File: config.mk
export PLATFORM = sky130hd
export DESIGN_NAME = frame_formatter
export DESIGN_NICKNAME = d
export VERILOG_FILES = /design/src/rtl/frame_formatter_pkg.sv /design/src/rtl/frame_formatter_delay_line.sv /design/src/rtl/frame_formatter.sv
export SDC_FILE = /design/constraint.sdc
export NUM_CORES = 1
export LEC_CHECK = 0
export ABC_AREA = 0
export ABC_CLOCK_PERIOD_IN_PS = 2900
export CAP_MARGIN = 30
export CORE_ASPECT_RATIO = 1.1
export CORE_UTILIZATION = 55
export CTS_BUF_LIST = sky130_fd_sc_hd__clkbuf_4 sky130_fd_sc_hd__clkbuf_8 sky130_fd_sc_hd__clkbuf_16
export DETAILED_ROUTE_END_ITERATION = 8
export GPL_ROUTABILITY_DRIVEN = 0
export PLACE_DENSITY = 0.81
export SYNTH_ARGS = -nofsm -noshare
export SYNTH_HDL_FRONTEND = slang
export SYNTH_SLANG_ARGS = --single-unit
File: constraint.sdc
create_clock -name CLK -period 2.9 [get_ports CLK]
set_input_delay 0.87 -clock CLK [delete_from_list [all_inputs] [get_ports CLK]]
set_output_delay 0.87 -clock CLK [all_outputs]
set_load 0.02 [all_outputs]
File: src/rtl/frame_formatter_pkg.sv
// Shared codes for the per-channel frame formatter: event types,
// header/footer tags, fill pattern and word-select codes.
package frame_formatter_pkg;

    // Event type carried in header/footer words and used for write gating
    localparam logic [1:0] EVT_DUMMY   = 2'b00;
    localparam logic [1:0] EVT_READOUT = 2'b10;

    // Tag nibbles that open header and footer words
    localparam logic [3:0] HDR_WORD = 4'hF;
    localparam logic [3:0] FTR_WORD = 4'hE;

    // Pattern written when no word is selected
    localparam logic [15:0] FILL_WORD = 16'h00FF;

    // Word-select codes on CH_ID
    typedef enum logic [1:0] {
        CH_FILL = 2'b00,
        CH_HDR  = 2'b01,
        CH_DATA = 2'b10,
        CH_FTR  = 2'b11
    } ch_id_e;

endpackage

File: src/rtl/frame_formatter_delay_line.sv
// Plain W-bit shift register of DEPTH stages used to align the sample
// stream with the column counter. All stages clear on reset.
module delay_line #(
    parameter int W     = 16,
    parameter int DEPTH = 48
) (
    input  logic         CLK,
    input  logic         RST,
    input  logic [W-1:0] d_i,
    output logic [W-1:0] q_o
);

    logic [W-1:0] tap_q [DEPTH];

    // Shift one stage per clock, newest sample enters at tap 0
    always_ff @(posedge CLK) begin
        if (RST) begin
            for (int i = 0; i < DEPTH; i++) begin
                tap_q[i] <= '0;
            end
        end else begin
            tap_q[0] <= d_i;
            for (int i = 1; i < DEPTH; i++) begin
                tap_q[i] <= tap_q[i-1];
            end
        end
    end

    assign q_o = tap_q[DEPTH-1];

endmodule

File: src/rtl/frame_formatter.sv
// Per-channel frame formatter: synchronises the readout strobe and the
// sample stream, counts columns per frame, and emits header / data /
// footer / fill words with a matching RAM address and write enable.
module frame_formatter
    import frame_formatter_pkg::*;
#(
    parameter int DW          = 16,
    parameter int NCOL        = 48,
    parameter int DELAY       = 48,
    parameter int SYNC_STAGES = 4,
    parameter int NEVT_W      = 4,
    localparam int CW         = $clog2(NCOL)
) (
    input  logic              CLK,
    input  logic              RST,
    input  logic [1:0]        CH_ID,
    input  logic              DUMMY_EN,
    input  logic [DW-1:0]     DATA_IN,
    input  logic              SR_OUT_IN,
    output logic [DW-1:0]     DATA_OUT,
    output logic [CW-1:0]     MEM_ADDR,
    output logic              MEM_WREN,
    output logic              FIRST_ROW_FLAG,
    output logic [NEVT_W-1:0] EVT_CNT
);

    // Width of the packed tag/type/column/event field in header words
    localparam int HW = 6 + CW + NEVT_W;

    // Builds a header or footer word, MSB-aligned, remaining LSBs zero
    function automatic logic [DW-1:0] make_word(
        input logic [3:0]        tag,
        input logic [1:0]        typ,
        input logic [CW-1:0]     col,
        input logic [NEVT_W-1:0] evt
    );
        logic [DW-1:0] w;
        w = '0;
        w[DW-1 -: HW] = {tag, typ, col, evt};
        return w;
    endfunction

    // ---------------- strobe chain ----------------
    logic [SYNC_STAGES-1:0] strb_q;
    logic                   s_prev_q;
    logic                   strobe;

    // Synchronise the strobe and reduce any high level to a single pulse
    always_ff @(posedge CLK) begin
        if (RST) begin
            strb_q   <= '0;
            s_prev_q <= 1'b0;
        end else begin
            strb_q[0] <= SR_OUT_IN;
            s_prev_q  <= strb_q[0];
            strb_q[1] <= strb_q[0] & ~s_prev_q;
            for (int i = 2; i < SYNC_STAGES; i++) begin
                strb_q[i] <= strb_q[i-1];
            end
        end
    end

    assign strobe = strb_q[SYNC_STAGES-1];

    // ---------------- data chain ----------------
    logic [DW-1:0] dsync_q [SYNC_STAGES];
    logic [DW-1:0] dly_out;
    logic [DW-1:0] cap_q;

    // Sample synchroniser, same depth as the strobe chain
    always_ff @(posedge CLK) begin
        if (RST) begin
            for (int i = 0; i < SYNC_STAGES; i++) begin
                dsync_q[i] <= '0;
            end
        end else begin
            dsync_q[0] <= DATA_IN;
            for (int i = 1; i < SYNC_STAGES; i++) begin
                dsync_q[i] <= dsync_q[i-1];
            end
        end
    end

    delay_line #(
        .W     (DW),
        .DEPTH (DELAY)
    ) u_delay_line (
        .CLK (CLK),
        .RST (RST),
        .d_i (dsync_q[SYNC_STAGES-1]),
        .q_o (dly_out)
    );

    // Capture register feeding the output mux
    always_ff @(posedge CLK) begin
        if (RST) cap_q <= '0;
        else     cap_q <= dly_out;
    end

    // ---------------- column counter ----------------
    logic [CW-1:0]     cnt_q,  cnt_d;
    logic [1:0]        type_q, type_d;
    logic [NEVT_W-1:0] nevt_q, nevt_d;

    // Next-state: strobe restarts a readout frame, wrap starts a dummy one
    always_comb begin
        cnt_d  = cnt_q + CW'(1);
        type_d = type_q;
        nevt_d = nevt_q;
        if (strobe) begin
            cnt_d  = '0;
            type_d = EVT_READOUT;
            nevt_d = nevt_q + NEVT_W'(1);
        end else if (cnt_q == CW'(NCOL-1)) begin
            cnt_d  = '0;
            type_d = EVT_DUMMY;
            nevt_d = nevt_q + NEVT_W'(1);
        end
    end

    // Counter state registers
    always_ff @(posedge CLK) begin
        if (RST) begin
            cnt_q  <= '0;
            type_q <= EVT_DUMMY;
            nevt_q <= '0;
        end else begin
            cnt_q  <= cnt_d;
            type_q <= type_d;
            nevt_q <= nevt_d;
        end
    end

    // ---------------- header / footer words ----------------
    logic [DW-1:0] hdr_q, ftr_q;

    // Rebuilt every cycle so the column field lines up with MEM_ADDR
    always_ff @(posedge CLK) begin
        if (RST) begin
            hdr_q <= '0;
            ftr_q <= '0;
        end else begin
            hdr_q <= make_word(HDR_WORD, type_q, cnt_q, nevt_q);
            ftr_q <= make_word(FTR_WORD, type_q, cnt_q, nevt_q);
        end
    end

    // ---------------- address, type alignment, write enable ----------------
    logic [CW-1:0] addr_q, addr_p1_q, mem_addr_q;
    logic [1:0]    type_p1_q, type_p2_q;
    logic          wren_q, flag_q;

    // Address follows the column count; two extra stages match the word path
    always_ff @(posedge CLK) begin
        if (RST) begin
            addr_q     <= '0;
            addr_p1_q  <= '0;
            mem_addr_q <= '0;
        end else begin
            addr_q     <= (cnt_q == '0) ? '0 : addr_q + CW'(1);
            addr_p1_q  <= addr_q;
            mem_addr_q <= addr_p1_q;
        end
    end

    // Frame type delayed so write enable changes with the first address
    always_ff @(posedge CLK) begin
        if (RST) begin
            type_p1_q <= EVT_DUMMY;
            type_p2_q <= EVT_DUMMY;
            wren_q    <= 1'b0;
        end else begin
            type_p1_q <= type_q;
            type_p2_q <= type_p1_q;
            wren_q    <= DUMMY_EN | (type_p2_q == EVT_READOUT);
        end
    end

    // One-cycle pulse following address 2 of each frame
    always_ff @(posedge CLK) begin
        if (RST) flag_q <= 1'b0;
        else     flag_q <= (mem_addr_q == CW'(2));
    end

    // ---------------- output mux ----------------
    logic [DW-1:0] mux_d, mux_q, dout_q;

    // Word select straight from CH_ID
    always_comb begin
        mux_d = DW'(FILL_WORD);
        case (ch_id_e'(CH_ID))
            CH_HDR:  mux_d = hdr_q;
            CH_DATA: mux_d = cap_q;
            CH_FTR:  mux_d = ftr_q;
            default: mux_d = DW'(FILL_WORD);
        endcase
    end

    // Registered mux followed by the output register
    always_ff @(posedge CLK) begin
        if (RST) begin
            mux_q  <= '0;
            dout_q <= '0;
        end else begin
            mux_q  <= mux_d;
            dout_q <= mux_q;
        end
    end

    assign DATA_OUT       = dout_q;
    assign MEM_ADDR       = mem_addr_q;
    assign MEM_WREN       = wren_q;
    assign FIRST_ROW_FLAG = flag_q;
    assign EVT_CNT        = nevt_q;

endmodule
==> impl_metrics.sql, run 1 <==
INSERT INTO impl_metrics (metric_group, metric, value, unit) VALUES
('synthesis', 'synth_edf_count', '0', ''),
('hold_path', 'holdCritStartpoint', 's_prev_q$_SDFF_PP0_', ''),
('synthesis', 'yosys_register_bits', '929', ''),
('worst_setup_path', 'timing.critical_path.max_delay_family', 'buffers and inverters', ''),
('routing', 'route.antenna.remaining_nets', '0', ''),
('synthesis', 'synth-async-reset-ratio', '0', ''),
('run', 'max_cap_violations', '0', ''),
('floorplanning', 'core_region_area', '44800', 'um2'),
('sta', 'finalSetupTns', '0', 'ps'),
('layout', 'layout-area-overhead-vs-synth', '15.6', '%'),
('clocking', 'clockBufferDepth', '3', ''),
('sta', 'worst_pin_slew', '534', 'ps'),
('routing', 'drt-wirelength-per-cell', '11.4', 'um'),
('worst_setup_path', 'arrival', '1700', 'ps'),
('layout', 'n_antenna_cell', '0', ''),
('routing', 'drt_wl_total', '30.9', 'mm'),
('sta', 'hold_violations', '0', ''),
('clocking', 'clock_insertion_delay_worst_skew', '600', 'ps'),
('worst_setup_path', 'cpMaxStageDelayCell', 'clkdlybuf4s50_1', ''),
('floorplanning', 'row_count', '81', ''),
('hold_path', 'worstHoldPathType', 'flop to flop', ''),
('place', 'placedInstanceArea', '26300', 'um2'),
('sta', 'fin_crit_sh', '0.884', ''),
('global_route', 'grt.overflow.total', '0', ''),
('place', 'place.port_buffers', '49', ''),
('power_and_ir_drop', 'total_leakage_power', '11.5', 'nW'),
('clocking', 'cts_max_level', '3', ''),
('power_and_ir_drop', 'power_per_cell_area', '824', 'nW/um2'),
('clocking', 'cts.repair_timing.setup_buffer_count', '0', ''),
('sta', 'final_max_slew_viol_count', '0', ''),
('global_route', 'antenna_violations_before_repair', '0', ''),
('worst_setup_path', 'worstSetupEndpointType', 'output pin', ''),
('synthesis', 'synth.top_cells.by_count', 'dfxtp_1 (929), nor2b_1 (893), clkbuf_1 (94)', ''),
('layout', 'fillCellCount', '3128', ''),
('synthesis', 'synth_warnings', '0', ''),
('global_route', 'grt_pass1_wl', '54.2', 'mm'),
('layout', 'design_area', '29100', 'um2'),
('sta', 'finClkSkew', '16.9', 'ps'),
('synthesis', 'yosys.cell_types.count', '30', ''),
('status', 'run_status', 'complete, no violations', ''),
('sta', 'rsz_0062_raised_after_global_routing', 'no', ''),
('routing', 'detail_route.vias_per_cell', '4.43', ''),
('global_route', 'grt_util_all_layers', '0.140', ''),
('sta', 'whs', '394', 'ps'),
('floorplanning', 'die_height', '226', 'um'),
('routing', 'drtIter0Drc', '517', ''),
('synthesis', 'post_synth_inst_count', '2025', ''),
('clocking', 'tritoncts_buffer_count', '83', ''),
('synthesis', 'yosys.area.top_type_share', '0.739', ''),
('layout', 'layout-drive-gt1-share', '0.0850', ''),
('worst_setup_path', 'worst_ep_required', '2030', 'ps'),
('synthesis', 'part_of_the_yosys_area_used_for_sequential_elements', '0.739', ''),
('sta', 'setup_viol_count_final', '0', ''),
('worst_setup_path', 'timing.critical_path.from', 'EVT_CNT[0]$_SDFFE_PP0P_', ''),
('worst_setup_path', 'cp_buf_inv_count', '1', ''),
('routing', 'vias', '12055', ''),
('synthesis', 'post_synthesis_cell_area', '25200', 'um2'),
('worst_setup_path', 'regToRegStartpoint', 'cnt_q[0]$_SDFF_PP0_', ''),
('place', 'dp_hpwl', '15.8', 'mm'),
('global_route', 'first_global_vias', '12281', ''),
('clocking', 'tritoncts_clock_tree', 'built', ''),
('floorplanning', 'io_pins', '50', ''),
('worst_setup_path', 'worstPathCellList', 'clkdlybuf4s50_1', ''),
('sta', 'maxClockFrequency', '0.390', 'GHz'),
('floorplanning', 'die-area', '46600', 'um2'),
('power_and_ir_drop', 'max-vdd-ir-drop', '0.000630', 'V'),
('routing', 'first_pass_iters', '4', ''),
('floorplanning', 'die_width', '206', 'um'),
('synthesis', 'synthMostInstantiatedCell', 'dfxtp_1', ''),
('sta', 'timing.final.crit_period', '2570', 'ps'),
('worst_setup_path', 'worst-path-max-fanout', '6', '');
cell type report:
cell class | count | area, um2 | share of cell area
repair buffers | 70 | 803 | 0.0276
well taps | 581 | 727 | 0.0250
clock buffers | 125 | 2550 | 0.0877
flip-flops and latches | 929 | 18600 | 0.639
multi-input cells | 985 | 6150 | 0.211
clock inverters | 26 | 238 | 0.00817
inverters | 7 | 26.3 | 0.000903
final timing paths:
path | cells after the start | end | slack (ps)
max | 1 | EVT_CNT[0] | 330
min | 1 | strb_q[1]$_SDFF_PP0_ | 390
max reg2reg | 4 | EVT_CNT[0]$_SDFFE_PP0P_ | 1290
min reg2reg | 1 | strb_q[1]$_SDFF_PP0_ | 390
per-stage QoR:
stage           util  worst slack, ps  instances  total power, mW
2_1_floorplan      -             1240       2025             13.4
3_3_place_gp   0.587              819       2572             13.5
3_5_place_dp   0.587              641       2572             13.5
4_1_cts        0.650              290       2723             24.2
5_1_grt        0.650              260       2723             24.8
6_report       0.650              335       2723             24.0
where the power goes:
part | internal, mW | switching (mW) | total, mW
registers | 12.8 | 0.0218 | 12.8
clock network | 6.31 | 4.46 | 10.8
logic | 0.122 | 0.232 | 0.354
total | 19.3 | 4.71 | 24.0
registers in the layout, summed over array words and instances (netlist names), 4 cells and up:
name	flops
u_delay_line.tap_q	768
dsync_q	64
DATA_OUT	16
cap_q	16
mux_q	16
ftr_q	10
MEM_ADDR	6
addr_p1_q	6
addr_q	6
cnt_q	6
EVT_CNT	4
strb_q	4
layer usage:
| layer | global-route usage | vias to the layer above | part of all wire |
|---|---|---|---|
| li1 | - | 6242 | - |
| met4 | 0.0617 | 0 | 0.024 |
| met5 | 0 | - | 0 |
| met1 | 0.162 | 5608 | 0.45 |
| met3 | 0.0326 | 62 | 0.039 |
| met2 | 0.243 | 143 | 0.49 |
logic make-up (layout without fill, tap and decap cells):
family	Yosys count	in the layout	synth area share
compound gates	25	25	0.00671
xor+xnor	6	6	0.00209
fa+ha+maj	4	4	0.00199
buf+inv	111	228	0.0169
flops	929	929	0.739
mux	4	4	0.00179
simple gates	946	946	0.232
cell usage in the layout (no fill, tap or decap), types with 4 or more instances in the layout:
cell / instances
nor2b_1: 893
ha_1: 4
clkbuf_4: 20
inv_1: 7
xor2_1: 4
o22ai_1: 8
buf_12: 12
clkbuf_8: 20
dfxtp_1: 929
clkinv_2: 15
a21oi_1: 6
mux2_2: 4
nor2_1: 24
nor3_1: 4
nand2_1: 9
clkdlybuf4s50_1: 48
clkbuf_16: 85
buf_4: 9
No activity file was read; power rests on OpenSTA's default activity.
==> inputs of run 2 (changes only) <==
- ABC_CLOCK_PERIOD_IN_PS: 2900 -> 2600
- SLEW_MARGIN: unset -> 15
- clock period: 2.9 -> 2.6 ns (I/O delays scaled with it)
==> run 2 against run 1 <==
  * Utilization up 0.070 points
  * Clock power grew 12%
  * Power increased by 12%
  * Critical path depth stayed put
  * Global-route usage hardly changed
  * Cell area up 0.11%
  * Clock skew decreased by 2.1 ps
  * Wire length increased by 0.57%
  * Via count shrank 0.55%
  * Die area unchanged
==> impl_metrics.sql, run 2 (synthesis gave the netlist of run 1 again) <==
INSERT INTO impl_metrics (metric_group, metric, value, unit) VALUES
('routing', 'vias', '11989', ''),
('worst_setup_path', 'worst_ep_required', '1820', 'ps'),
('global_route', 'grt.overflow.total', '0', ''),
('sta', 'finClkSkew', '14.8', 'ps'),
('place', 'dp_hpwl', '16.0', 'mm'),
('floorplanning', 'die-area', '46600', 'um2'),
('hold_path', 'worstHoldPathType', 'flop to flop', ''),
('worst_setup_path', 'cpMaxStageDelayCell', 'clkdlybuf4s50_1', ''),
('layout', 'largest-register', 'u_delay_line.tap_q', ''),
('worst_setup_path', 'worst-path-max-fanout', '6', ''),
('worst_setup_path', 'cp_buf_inv_count', '1', ''),
('power_and_ir_drop', 'max-vdd-ir-drop', '0.000694', 'V'),
('layout', 'layout-area-overhead-vs-synth', '15.7', '%'),
('run', 'max_cap_violations', '0', ''),
('global_route', 'grtUsageMet2', '0.244', ''),
('routing', 'drt-wirelength-per-cell', '11.4', 'um'),
('clocking', 'clock-sinks', '929', ''),
('sta', 'finalWorstSetupSlack', '166', 'ps'),
('global_route', 'grt_util_met3', '0.0339', ''),
('layout', 'mostFrequentLayoutCell', 'dfxtp_1', ''),
('layout', 'design_area', '29100', 'um2'),
('clocking', 'cts.repair_timing.setup_buffer_count', '0', ''),
('routing', 'drcViolationCount', '0', ''),
('floorplanning', 'die_width', '206', 'um'),
('floorplanning', 'row_count', '81', ''),
('power_and_ir_drop', 'p_total', '26.8', 'mW'),
('floorplanning', 'io_pins', '50', ''),
('clocking', 'tritoncts_clock_tree', 'built', ''),
('layout', 'design.final.nets', '2102', ''),
('routing', 'drtIter0Drc', '474', ''),
('sta', 'fin_crit_sh', '0.936', ''),
('layout', 'fillCellCount', '3097', ''),
('routing', 'drt_wl_total', '31.1', 'mm'),
('worst_setup_path', 'worstPathCellList', 'clkdlybuf4s50_1', ''),
('global_route', 'first_global_vias', '12093', ''),
('sta', 'maxClockFrequency', '0.411', 'GHz'),
('layout', 'layout-drive-gt1-share', '0.0833', ''),
('worst_setup_path', 'worstSetupEndpointType', 'output pin', ''),
('clocking', 'cts_max_level', '3', ''),
('sta', 'setup_viol_count_final', '0', ''),
('layout', 'mostFrequentLayoutCells', 'dfxtp_1 (929), nor2b_1 (893), clkbuf_16 (86)', ''),
('clocking', 'tritoncts_buffer_count', '82', ''),
('sta', 'rsz_0062_raised_after_global_routing', 'no', ''),
('sta', 'timing.final.crit_period', '2430', 'ps'),
('layout', 'multiInputGateArea', '6150', 'um2'),
('place', 'pre_cts_ws', '489', 'ps'),
('power_and_ir_drop', 'power_per_cell_area', '920', 'nW/um2'),
('power_and_ir_drop', 'total_leakage_power', '11.5', 'nW'),
('global_route', 'antenna_violations_before_repair', '0', ''),
('routing', 'first_pass_iters', '4', ''),
('clocking', 'clockBufferDepth', '3', ''),
('place', 'placedInstanceArea', '26300', 'um2'),
('sta', 'tightest_slew_margin_relative_to_the_limit', '0.661', ''),
('worst_setup_path', 'timing.critical_path.max_delay_family', 'buffers and inverters', ''),
('global_route', 'grt_util_all_layers', '0.140', ''),
('global_route', 'global_route.peak_usage_layer', 'met2', ''),
('sta', 'final_max_slew_viol_count', '0', ''),
('worst_setup_path', 'worst_setup_path_start_kind', 'flop', ''),
('global_route', 'grt_met1_usage', '0.164', ''),
('place', 'placedCellCount', '2573', ''),
('routing', 'route.antenna.remaining_nets', '0', ''),
('clocking', 'clockRootBuffer', 'clkbuf_16', ''),
('floorplanning', 'die_height', '226', 'um'),
('layout', 'reg_top3', 'u_delay_line.tap_q (768), dsync_q (64)', ''),
('place', 'place.port_buffers', '49', ''),
('layout', 'largest_register_ff_count', '768', ''),
('global_route', 'grt_max_degree', '119', ''),
('sta', 'hold_violations', '0', ''),
('clocking', 'clock_insertion_delay_worst_skew', '590', 'ps'),
('worst_setup_path', 'arrival', '1650', 'ps'),
('worst_setup_path', 'path_class', 'flop to output pin', ''),
('layout', 'layoutNonFillerInstCount', '2719', ''),
('status', 'run_status', 'complete, no violations', ''),
('worst_setup_path', 'max_stage_delay', '650', 'ps'),
('sta', 'worst_pin_slew', '508', 'ps'),
('layout', 'layout.area.seq', '18600', 'um2'),
('layout', 'n_antenna_cell', '0', ''),
('floorplanning', 'core_region_area', '44800', 'um2'),
('routing', 'detail_route.vias_per_cell', '4.41', ''),
('clocking', 'postCtsResizedCells', '0', ''),
('clocking', 'cts.hold.buffers_added', '0', ''),
('clocking', 'path_clk_slew', '60', 'ps'),
('sta', 'finalSetupTns', '0', 'ps'),
('global_route', 'grt_pass1_wl', '54.1', 'mm'),
('floorplanning', 'start_util', '0.562', '');
run 2: cell types whose count changed in the layout (fill, tap and decap cells not counted), moves of 2 or more:
| cell | previous run | this run |
|---|---|---|
| clkinv_4 | 2 | 0 |
| clkinv_2 | 15 | 19 |
| buf_12 | 12 | 14 |
| clkbuf_8 | 20 | 18 |
| inv_6 | 2 | 0 |
| clkbuf_4 | 20 | 12 |
| clkinvlp_4 | 2 | 5 |
| bufinv_16 | 2 | 5 |
run 2: power by group:
group / switching (mW) / leakage [nW] / internal (mW)
Sequential: 0.0242 / 7.49 / 14.3
Clock: 4.89 / 1.40 / 7.18
Combinational: 0.262 / 2.58 / 0.142
run 2: path summary, 6_finish.rpt:
kind	startpoint	endpoint	slack, ps	cells past startpoint
worst max-delay path	EVT_CNT[0]$_SDFFE_PP0P_	EVT_CNT[0]	170	1
worst min-delay path	s_prev_q$_SDFF_PP0_	strb_q[1]$_SDFF_PP0_	420	1
worst max register to register	cnt_q[0]$_SDFF_PP0_	EVT_CNT[2]$_SDFFE_PP0P_	1000	4
worst min register to register	s_prev_q$_SDFF_PP0_	strb_q[1]$_SDFF_PP0_	420	1
run 2: layout make-up:
class | instances | share of cell area
timing repair buffer | 71 | 0.0287
tap | 581 | 0.0250
inverter | 7 | 0.000902
multi-input combinational | 985 | 0.211
clock buffer | 116 | 0.0855
clock inverter | 30 | 0.0103
sequential | 929 | 0.638
run 2: metal layers:
metal | vias to the layer above | wire length (um)
li1 | 6221 | -
met2 | 152 | 15100
met3 | 64 | 1120
met5 | - | 0
met4 | 0 | 830
met1 | 5552 | 14100
run 2: metrics by stage:
stage           util  hold WS [ps]
6_report       0.650           420
5_1_grt        0.650           430
4_1_cts        0.650           427
3_5_place_dp   0.588           386
3_3_place_gp   0.588           378
2_1_floorplan      -           367
==> inputs of run 3 (changes only) <==
- SYNTH_HIERARCHICAL: unset -> 1
==> run 3 against run 2 <==
  * Global-route usage decreased by 0.24 points
  * First-iteration DRC count decreased by 4.2%
  * Largest power group unchanged
  * Utilization decreased by 1.2 points
==> impl_metrics.sql, run 3 <==
INSERT INTO impl_metrics (metric_group, metric, value, unit) VALUES
('status', 'run_status', 'complete, no violations', ''),
('global_route', 'first_global_vias', '11860', ''),
('layout', 'n_antenna_cell', '0', ''),
('routing', 'drt_wl_total', '32.3', 'mm'),
('worst_setup_path', 'worst-path-max-fanout', '6', ''),
('sta', 'fin_crit_sh', '0.927', ''),
('synthesis', 'post_synth_inst_count', '2042', ''),
('power_and_ir_drop', 'max-vdd-ir-drop', '0.000716', 'V'),
('layout', 'fillCellCount', '3148', ''),
('synthesis', 'synth.top_cells.by_count', 'dfxtp_1 (929), nor2b_1 (893), buf_2 (84)', ''),
('global_route', 'grt_max_degree', '115', ''),
('clocking', 'clock_insertion_delay_worst_skew', '590', 'ps'),
('layout', 'layout-area-overhead-vs-synth', '14.5', '%'),
('hold_path', 'holdCritStartpoint', 's_prev_q$_SDFF_PP0_', ''),
('worst_setup_path', 'cpMaxStageDelayCell', 'clkdlybuf4s50_1', ''),
('worst_setup_path', 'r2r_slack', '1020', 'ps'),
('routing', 'vias', '12150', ''),
('synthesis', 'netlist.top_cell.by_area', 'dfxtp_1', ''),
('clocking', 'cts_max_level', '3', ''),
('sta', 'hold_violations', '0', ''),
('routing', 'drtIter0Drc', '454', ''),
('power_and_ir_drop', 'power_per_cell_area', '918', 'nW/um2'),
('layout', 'largest_register_ff_count', '768', ''),
('layout', 'mostFrequentLayoutCells', 'dfxtp_1 (929), nor2b_1 (893), clkbuf_16 (84)', ''),
('synthesis', 'synthesis.nets', '2068', ''),
('synthesis', 'top_reg_cell_synth', 'dfxtp_1', ''),
('synthesis', 'synth-async-reset-ratio', '0', ''),
('floorplanning', 'start_util', '0.558', ''),
('clocking', 'postCtsResizedCells', '0', ''),
('routing', 'drcViolationCount', '0', ''),
('floorplanning', 'die_width', '207', 'um'),
('clocking', 'clockBufferDepth', '3', ''),
('worst_setup_path', 'max_stage_delay', '640', 'ps'),
('worst_setup_path', 'worst_setup_path_start_kind', 'flop', ''),
('worst_setup_path', 'worstPathCellList', 'clkdlybuf4s50_1', ''),
('routing', 'detail_route.vias_per_cell', '4.46', ''),
('worst_setup_path', 'worstSetupEndpointType', 'output pin', ''),
('worst_setup_path', 'arrival', '1630', 'ps'),
('routing', 'first_pass_iters', '6', ''),
('sta', 'maxClockFrequency', '0.415', 'GHz'),
('global_route', 'grt.overflow.total', '0', ''),
('run', 'max_cap_violations', '0', ''),
('worst_setup_path', 'timing.critical_path.from', 'EVT_CNT[0]$_SDFFE_PP0P_', ''),
('global_route', 'grt_pass1_wl', '53.7', 'mm'),
('worst_setup_path', 'worst_ep_required', '1820', 'ps'),
('place', 'dp_hpwl', '16.4', 'mm'),
('layout', 'multiInputGateArea', '6160', 'um2'),
('sta', 'worst_pin_slew', '532', 'ps'),
('layout', 'reg_top3', 'u_delay_line/tap_q (768), dsync_q (64)', ''),
('place', 'placedCellCount', '2583', ''),
('worst_setup_path', 'cp_buf_inv_count', '1', ''),
('sta', 'setup_viol_count_final', '0', ''),
('layout', 'design.final.nets', '2102', ''),
('sta', 'finalSetupTns', '0', 'ps'),
('worst_setup_path', 'timing.critical_path.max_delay_family', 'buffers and inverters', ''),
('synthesis', 'synth_area_per_cell', '12.4', 'um2'),
('worst_setup_path', 'regToRegStartpoint', 'cnt_q[0]$_SDFF_PP0_', ''),
('global_route', 'antenna_violations_before_repair', '0', ''),
('worst_setup_path', 'path_class', 'flop to output pin', ''),
('routing', 'drt-wirelength-per-cell', '11.8', 'um'),
('layout', 'layout.area.seq', '18600', 'um2'),
('sta', 'finClkSkew', '20.7', 'ps'),
('clocking', 'clockRootBuffer', 'clkbuf_16', ''),
('synthesis', 'yosys_register_bits', '929', ''),
('floorplanning', 'die_height', '227', 'um'),
('clocking', 'cts.hold.buffers_added', '0', ''),
('clocking', 'tritoncts_clock_tree', 'built', ''),
('layout', 'layout-drive-gt1-share', '0.0809', ''),
('sta', 'rsz_0062_raised_after_global_routing', 'no', ''),
('synthesis', 'post_synthesis_cell_area', '25400', 'um2'),
('synthesis', 'part_of_the_yosys_area_used_for_sequential_elements', '0.732', ''),
('clocking', 'cts.repair_timing.setup_buffer_count', '0', ''),
('power_and_ir_drop', 'total_leakage_power', '11.5', 'nW'),
('synthesis', 'yosys.cell_types.count', '32', ''),
('sta', 'final_max_slew_viol_count', '0', ''),
('floorplanning', 'core_region_area', '45600', 'um2'),
('clocking', 'path_clk_slew', '60', 'ps'),
('floorplanning', 'die-area', '47100', 'um2'),
('global_route', 'grt_util_all_layers', '0.138', ''),
('sta', 'tightest_slew_margin_relative_to_the_limit', '0.645', ''),
('layout', 'layoutNonFillerInstCount', '2726', ''),
('routing', 'route.antenna.remaining_nets', '0', ''),
('synthesis', 'yosys.area.top_type_share', '0.732', ''),
('hold_path', 'worstHoldPathType', 'flop to flop', ''),
('floorplanning', 'row_count', '82', ''),
('clocking', 'tritoncts_buffer_count', '79', ''),
('synthesis', 'synth_top_cells_by_area', 'dfxtp_1 (73%), nor2b_1 (22%), buf_2 (1.7%)', ''),
('clocking', 'clock-sinks', '929', ''),
('floorplanning', 'io_pins', '50', ''),
('sta', 'timing.final.crit_period', '2410', 'ps'),
('place', 'place.port_buffers', '49', ''),
('synthesis', 'synthMostInstantiatedCell', 'dfxtp_1', ''),
('synthesis', 'synth_warnings', '6', ''),
('layout', 'mostFrequentLayoutCell', 'dfxtp_1', ''),
('synthesis', 'synth_edf_count', '0', ''),
('layout', 'largest-register', 'u_delay_line/tap_q', '');
[run 3: changes by cell type after synthesis, sizes merged]
cell    change
buf        +92
or2         -1
nand3       +1
clkbuf     -76
nand3b      +1
[run 3: final cells by class]
class	instances	share of cell area
tap	588	0.0253
clock inverter	16	0.00671
sequential	929	0.639
multi-input combinational	986	0.212
clock buffer	127	0.0883
inverter	7	0.000903
timing repair buffer	73	0.0280
[run 3: path summary, 6_finish.rpt]
| kind | end | cells past startpoint |
|---|---|---|
| worst max-delay path | EVT_CNT[0] | 1 |
| worst min-delay path | strb_q[1]$_SDFF_PP0_ | 1 |
| worst max register to register | EVT_CNT[1]$_SDFFE_PP0P_ | 4 |
| worst min register to register | strb_q[1]$_SDFF_PP0_ | 1 |
[run 3: cells by family after synthesis]
logic type                 Yosys count  synth area share
AOI/OAI and AO/OA                   25           0.00665
DFF                                929             0.732
muxes                                4           0.00177
xor gates and xnor gates             6           0.00207
adders and majority gates            4           0.00197
buffers and inverters              127            0.0254
and+or+nand+nor                    947             0.230
[run 3: layer usage]
metal | share of wire | global-route usage
met3 | 0.030 | 0.0296
met5 | 0 | 0
met4 | 0.026 | 0.0556
met1 | 0.45 | 0.168
met2 | 0.49 | 0.235
[run 3: per-stage QoR]
step | cell area (um2) | power, mW | util | setup slack [ps] | hold WS (ps)
2_1_floorplan | 25400 | 14.9 | - | 971 | 367
3_3_place_gp | 26300 | 15.0 | 0.578 | 589 | 374
3_5_place_dp | 26300 | 15.1 | 0.578 | 519 | 384
4_1_cts | 29100 | 27.0 | 0.639 | 157 | 391
5_1_grt | 29100 | 27.6 | 0.639 | 107 | 411
6_report | 29100 | 26.7 | 0.639 | 191 | 388
[run 3: power by group]
part | internal, mW | switching, mW | total, mW
Clock | 7.18 | 4.78 | 12.0
Sequential | 14.3 | 0.0263 | 14.3
Combinational | 0.138 | 0.265 | 0.402
